==> src/rtl/wptr_full_lvl.sv <==
// ============================================================================
// Module   : wptr_full_lvl
// Brief    : Async-FIFO write-side pointer, full / almost-full / level generator.
//            Optional sticky overflow flag enabled by macro WPTR_OVF_ERR_EN.
// Revision : 1.0 - initial release
// ============================================================================
`default_nettype none

module wptr_full_lvl #(
  parameter int ADDRSIZE = 4
) (
  input  logic                wclk,
  input  logic                wrst,
  input  logic                winc,
  input  logic [ADDRSIZE:0]   wq2_rptr,
  input  logic [ADDRSIZE:0]   wafull_thresh,
  output logic [ADDRSIZE-1:0] waddr,
  output logic [ADDRSIZE:0]   wptr,
  output logic                wfull,
  output logic                wafull,
  output logic [ADDRSIZE:0]   wlevel,
  output logic                wovf
);

  logic [ADDRSIZE:0] r_bin;
  logic [ADDRSIZE:0] r_ptr;
  logic              r_full;
  logic              r_afull;
  logic [ADDRSIZE:0] r_level;

  logic              w_inc;
  logic [ADDRSIZE:0] w_binnext;
  logic [ADDRSIZE:0] w_graynext;
  logic [ADDRSIZE:0] w_rbin;
  logic [ADDRSIZE:0] w_diff;
  logic              w_full_val;
  logic              w_afull_val;

  assign w_inc      = winc & ~r_full;
  assign w_binnext  = r_bin + {{ADDRSIZE{1'b0}}, w_inc};
  assign w_graynext = (w_binnext >> 1) ^ w_binnext;

  // Gray-to-binary: each bit is the XOR of all Gray bits at or above it.
  genvar gi;
  generate
    for (gi = 0; gi <= ADDRSIZE; gi++) begin : g_gray2bin
      assign w_rbin[gi] = ^wq2_rptr[ADDRSIZE:gi];
    end
  endgenerate

  assign w_diff      = w_binnext - w_rbin;
  assign w_full_val  = (w_graynext == {~wq2_rptr[ADDRSIZE:ADDRSIZE-1],
                                        wq2_rptr[ADDRSIZE-2:0]});
  assign w_afull_val = (wafull_thresh != '0) && (w_diff >= wafull_thresh);

  always_ff @(posedge wclk) begin
    if (wrst) begin
      r_bin   <= '0;
      r_ptr   <= '0;
      r_full  <= 1'b0;
      r_afull <= 1'b0;
      r_level <= '0;
    end else begin
      r_bin   <= w_binnext;
      r_ptr   <= w_graynext;
      r_full  <= w_full_val;
      r_afull <= w_afull_val;
      r_level <= w_diff;
    end
  end

`ifdef WPTR_OVF_ERR_EN
  logic r_ovf;

  always_ff @(posedge wclk) begin
    if (wrst) begin
      r_ovf <= 1'b0;
    end else if (winc && r_full) begin
      r_ovf <= 1'b1;
    end
  end

  assign wovf = r_ovf;
`else
  assign wovf = 1'b0;
`endif

  assign waddr  = r_bin[ADDRSIZE-1:0];
  assign wptr   = r_ptr;
  assign wfull  = r_full;
  assign wafull = r_afull;
  assign wlevel = r_level;

endmodule

`default_nettype wire

==> config.mk <==
export PLATFORM = sky130hd
export DESIGN_NAME = wptr_full_lvl
export DESIGN_NICKNAME = d
export VERILOG_FILES = /design/src/rtl/wptr_full_lvl.sv
export SDC_FILE = /design/constraint.sdc
export NUM_CORES = 1
export LEC_CHECK = 0
export CORE_MARGIN = 5
export CORE_UTILIZATION = 45
export CTS_CLUSTER_DIAMETER = 200
export DETAILED_ROUTE_END_ITERATION = 10
export GPL_TIMING_DRIVEN = 0
export PLACE_DENSITY = 0.82
export RECOVER_POWER = 25
export SYNTH_ARGS = -nofsm -noshare
export SYNTH_HDL_FRONTEND = slang
export SYNTH_SLANG_ARGS = --single-unit
==> constraint.sdc <==
create_clock -name wclk -period 3.8 [get_ports wclk]
set_input_delay 0.38 -clock wclk [delete_from_list [all_inputs] [get_ports wclk]]
set_output_delay 0.38 -clock wclk [all_outputs]
set_load 0.005 [all_outputs]
**Word-level counts from Yosys, hierarchy flattened**

Cells that the tools add are included.

- Register bits after elaboration: 17
- Input bits: 13
- Output and inout port bits: 17
- Logic and storage cells: 19

- Add/subtract/negate cells: 2
- Magnitude comparators: 1
- Eq/ne operators: 1
- Bitwise logic cells: 4
- Reductions and logical operators: 6

Operators by type and width:

| cell | number |
|---|---|
| adder 5 x 1 -> 5 bit | 1 |
| equality test 5 bit | 1 |
| >= comparator 5 bit | 1 |
| nonzero test 5 bit | 1 |
| parity 5 bit | 1 |
| subtractor 5 bit | 1 |
| bitwise XOR 4 x 5 -> 5 bit | 1 |
| parity 4 bit | 1 |
| parity 3 bit | 1 |
| NOT 2 bit | 1 |
| parity 2 bit | 1 |
| AND 1 bit | 1 |
| logical AND 1 bit | 1 |
| NOT 1 bit | 1 |

**Depth between registers and ports, before layout**

Gate-level depths: netlist of the first run.

- Depth after elaboration: 6
- Depth in mapped cells: 13
- Mapped depth without buffers: 13

**Worst setup path after synthesis of the first run**

No wires, ideal clock.

- Kind: input -> register
- From: input port wq2_rptr[4]
- To: register r_afull (netlist: wafull)
- Arrival time: 2.732 ns
- Data required time: 3.666 ns
- Setup slack: 0.933 ns
- Stages on the path: 12
- Path buffers: 0
- Cell sequence: xnor2_1 xor2_1 xor2_1 xnor2_1 ha_1 fa_1 inv_1 ha_1 a21o_1 a21o_1 a211oi_1 a2111oi_0

- Word-level cells in the longest chain between the ends: 4

Ends and longest elaborated chain:

| item | line | source |
|---|---|---|
| from (decl) | 15 | `input logic [ADDRSIZE:0] wq2_rptr,` |
| parity 5 bit / parity 4 bit (equally long branches) | 47 | `assign w_rbin[gi] = ^wq2_rptr[ADDRSIZE:gi];` |
| subtractor 5 bit * | 51 | `assign w_diff = w_binnext - w_rbin;` |
| net w_diff[1] | 35 | `logic [ADDRSIZE:0] w_diff;` |
| >= comparator 5 bit * | 54 | `assign w_afull_val = (wafull_thresh != '0) && (w_diff >= wafull_thresh);` |
| logical AND 1 bit * | 54 |  |
| to (signal assigned) | 67 | `r_afull <= w_afull_val;` |
| to (decl) | 28 | `logic r_afull;` |

The timed path passes the listed nets; every way through them passes the cells marked *.
A chain may end at the register's enable or synchronous reset.

**Final worst setup path of the first run**

Same ends and word-level chain as after synthesis.

==> results of run 1 <==
critical path: cells and delay by family:
kind	cells	cell delay [ps]
buffers and inverters	2	500
AOI/OAI and AO/OA	4	650
xor gates and xnor gates	4	930
adders and majority gates	3	990
sequential cells by signal, indices dropped and copies added (netlist names):
register  cells
wafull        1
wfull         1
wptr          4
r_bin         5
wlevel        5
cell usage in the layout, fill, tap and decap left out, drive strengths merged, types with 5 or more instances in the layout:
master         Yosys  routed
clkdlybuf4s50      0      21
dfxtp             16      16
dlygate4sd3        0       7
ha                10      10
inv               10      10
nor2              10      10
nor2b              5       5
xnor2             14      14
xor2               7       7
where the power goes:
| part | switching (mW) | internal [mW] | total [mW] |
|---|---|---|---|
| Sequential | 0.00663 | 0.189 | 0.196 |
| Combinational | 0.0920 | 0.119 | 0.211 |
| Clock | 0.0511 | 0.0369 | 0.0880 |
| Total | 0.150 | 0.345 | 0.495 |
cells by family after synthesis:
kind of cell	Yosys count	share of synthesized area
xor+xnor	21	0.229
other cells	1	0.00401
compound gates	10	0.0709
simple gates	25	0.147
fa+ha+maj	11	0.155
buf+inv	12	0.0521
flops	16	0.342
how the worst min path moves through the flow:
| stage | slack (ps) | cells after the start | from | to |
|---|---|---|---|---|
| 4_1_cts | 640 | 2 | r_bin[4] | r_bin[4] |
| 6_report | 640 | 2 | r_bin[4] | r_bin[4] |
| 5_1_grt | 690 | 2 | r_bin[4] | r_bin[4] |
| 2_1_floorplan | 450 | 1 | wrst | r_bin[2] |
| 3_5_place_dp | 620 | 2 | r_bin[4] | r_bin[4] |
| 3_3_place_gp | 600 | 2 | r_bin[4] | r_bin[4] |
Yosys cell counts:
cell type / n
and3_2: 1
nand3_2: 1
or2_2: 1
a21oi_1: 4
a21o_1: 4
nand3_1: 1
a211oi_1: 1
buf_4: 1
xor2_2: 2
nor4_1: 1
ha_1: 10
fa_1: 1
inv_1: 10
nor2b_1: 5
or3_1: 1
nand2_1: 1
conb_1: 1
clkbuf_1: 1
xnor2_2: 2
xnor2_1: 12
nor2_1: 10
dfxtp_1: 16
a2111oi_0: 1
nand2b_1: 1
xor2_1: 5
and3b_2: 1
or4_1: 1
per-layer routing:
metal / routed length (um) / global-route usage / up-vias
met4: 76 / 0.104 / 0
met2: 932 / 0.221 / 25
met5: 0 / 0 / -
met3: 83 / 0.0371 / 9
li1: - / - / 370
met1: 731 / 0.127 / 317
stage by stage:
stage | util | instance area, um2 | hold WS, ps | cells
after floorplan | - | 936 | 452 | 96
after global placement | 0.631 | 1250 | 600 | 151
after CTS | 0.642 | 1270 | 644 | 154
final | 0.642 | 1270 | 638 | 154
after detailed placement | 0.631 | 1250 | 622 | 151
after global routing | 0.642 | 1270 | 691 | 154
layout make-up:
| type | instances | area (um2) | area share |
|---|---|---|---|
| multi-input combinational | 68 | 567 | 0.445 |
| sequential | 16 | 320 | 0.252 |
| timing repair buffer | 28 | 280 | 0.220 |
| inverter | 10 | 37.5 | 0.0295 |
| tap | 27 | 33.8 | 0.0265 |
| clock buffer | 3 | 22.5 | 0.0177 |
| buffer | 2 | 11.3 | 0.00885 |
==> reports/metrics.csv, run 1 <==
stage,metric,value,unit
final_layout,antenna_cells,0,
critical_path,rr_startpoint,r_bin[0],
floorplan,dieArea,3090,um2
route,via_count,721,
placement,place.port_buffers,28,
logic_synthesis,seq_area_frac_synth,0.342,
critical_path,critPathMaxFanout,3,
timing,min_period_over_period,0.864,
route,first_iter_violations,9,
final_layout,area_delta_synth_final,36.0,%
clocking,root_buffer,clkbuf_4,
global_route,antenna_found_initial,0,
final_layout,drive_gt1_frac,0.0945,
timing,hold_viol,0,
logic_synthesis,synth_area,936,um2
outcome,status,"finished, final reports clean",
floorplan,io_pins,30,
clocking,post_cts_buffers,0,
logic_synthesis,ys_types,27,
clocking,cts_inserted_buffers,3,
placement,gp_congestion,0.794,
critical_path,r2r_slack,1040,ps
timing,rsz0062_at_grt,no,
timing,setup_violations,0,
critical_path,critPathCapture,wafull,
floorplan,die_w,55.6,um
power_and_ir_drop,vdd.ir_drop.worst,0.188,mV
critical_path,worst-setup-path-type,in2reg,
critical_path,cpMaxStageDelayCell,fa_1,
timing,fmax,304,MHz
logic_synthesis,ys_warn_count,0,
global_route,grt_pass1_vias,761,
floorplan,initial_utilization,0.472,
route,avgRoutedWirePerCell,11.8,um
clocking,clk_latency,290,ps
placement,dpl.hpwl,1510,um
min_path,hold_class,reg2reg,
power_and_ir_drop,p_total,0.495,mW
critical_path,max_stage_delay,500,ps
logic_synthesis,yosysTopAreaCellShare,0.342,
route,ant_nets,0,
logic_synthesis,synth_seq_cells,16,
floorplan,fp.dieH,55.6,um
placement,dpl_worst_slack,197,ps
logic_synthesis,synth_top_area_cell,dfxtp_1,
route,finalWirelength,1820,um
global_route,overflow,0,
clocking,cts_sinks,16,
logic_synthesis,ys_top_cells_by_area,"dfxtp_1, ha_1, xnor2_1",
global_route,grt_pass1_wl,3130,um
timing,fin_worst_skew,2.55,ps
timing,maxSlewViolCount,0,
clocking,htreeDepth,1,
timing,layout_setup_ws,516,ps
logic_synthesis,avgSynthCellArea,9.75,um2
global_route,track_usage,0.129,
critical_path,r2r.worst_path.cells,10,
power_and_ir_drop,leakage,0.576,nW
critical_path,cp.arrival,3450,ps
critical_path,setup.worst_path.start,wq2_rptr[4],
final_layout,nets,153,
flow_run,max_cap_violations,0,
logic_synthesis,syn-num-nets,120,
critical_path,required,3960,ps
route,routed_via_density,4.68,
critical_path,r2r-end,wafull,
clocking,cts_tree,done,
critical_path,critical_path.startpoint_type,primary input,
route,firstDrtPassIters,2,
clocking,clock_path_buffers,2,
clocking,clk_pin_slew,90,ps
final_layout,fillers,159,
logic_synthesis,postSynthCellCount,96,
global_route,grt_max_degree,11,
clocking,cts_resized,0,
clocking,holdBufCountCts,0,
route,drc,0,
power_and_ir_drop,power.density,389,nW/um2
timing,fin_tns_setup,0,ps
timing,period_minus_slack,3280,ps
critical_path,path_cells,clkdlybuf4s50_1 -> xnor2_1 -> xor2_1 -> xor2_1 -> xnor2_1 -> ha_1 -> fa_1 -> inv_1 -> ha_1 -> a21o_1 -> a21o_1 -> a211oi_1 -> a2111oi_0,
floorplan,core,1980,um2
floorplan,rows,16,
critical_path,endpoint_kind,flip-flop,
Power figures use the tool's default switching activity.
==> inputs of run 2 (changes only) <==
- SLEW_MARGIN: default -> 25
==> results of run 2 <==
The final DEF is identical to that of run 1; final timing and power are the same.
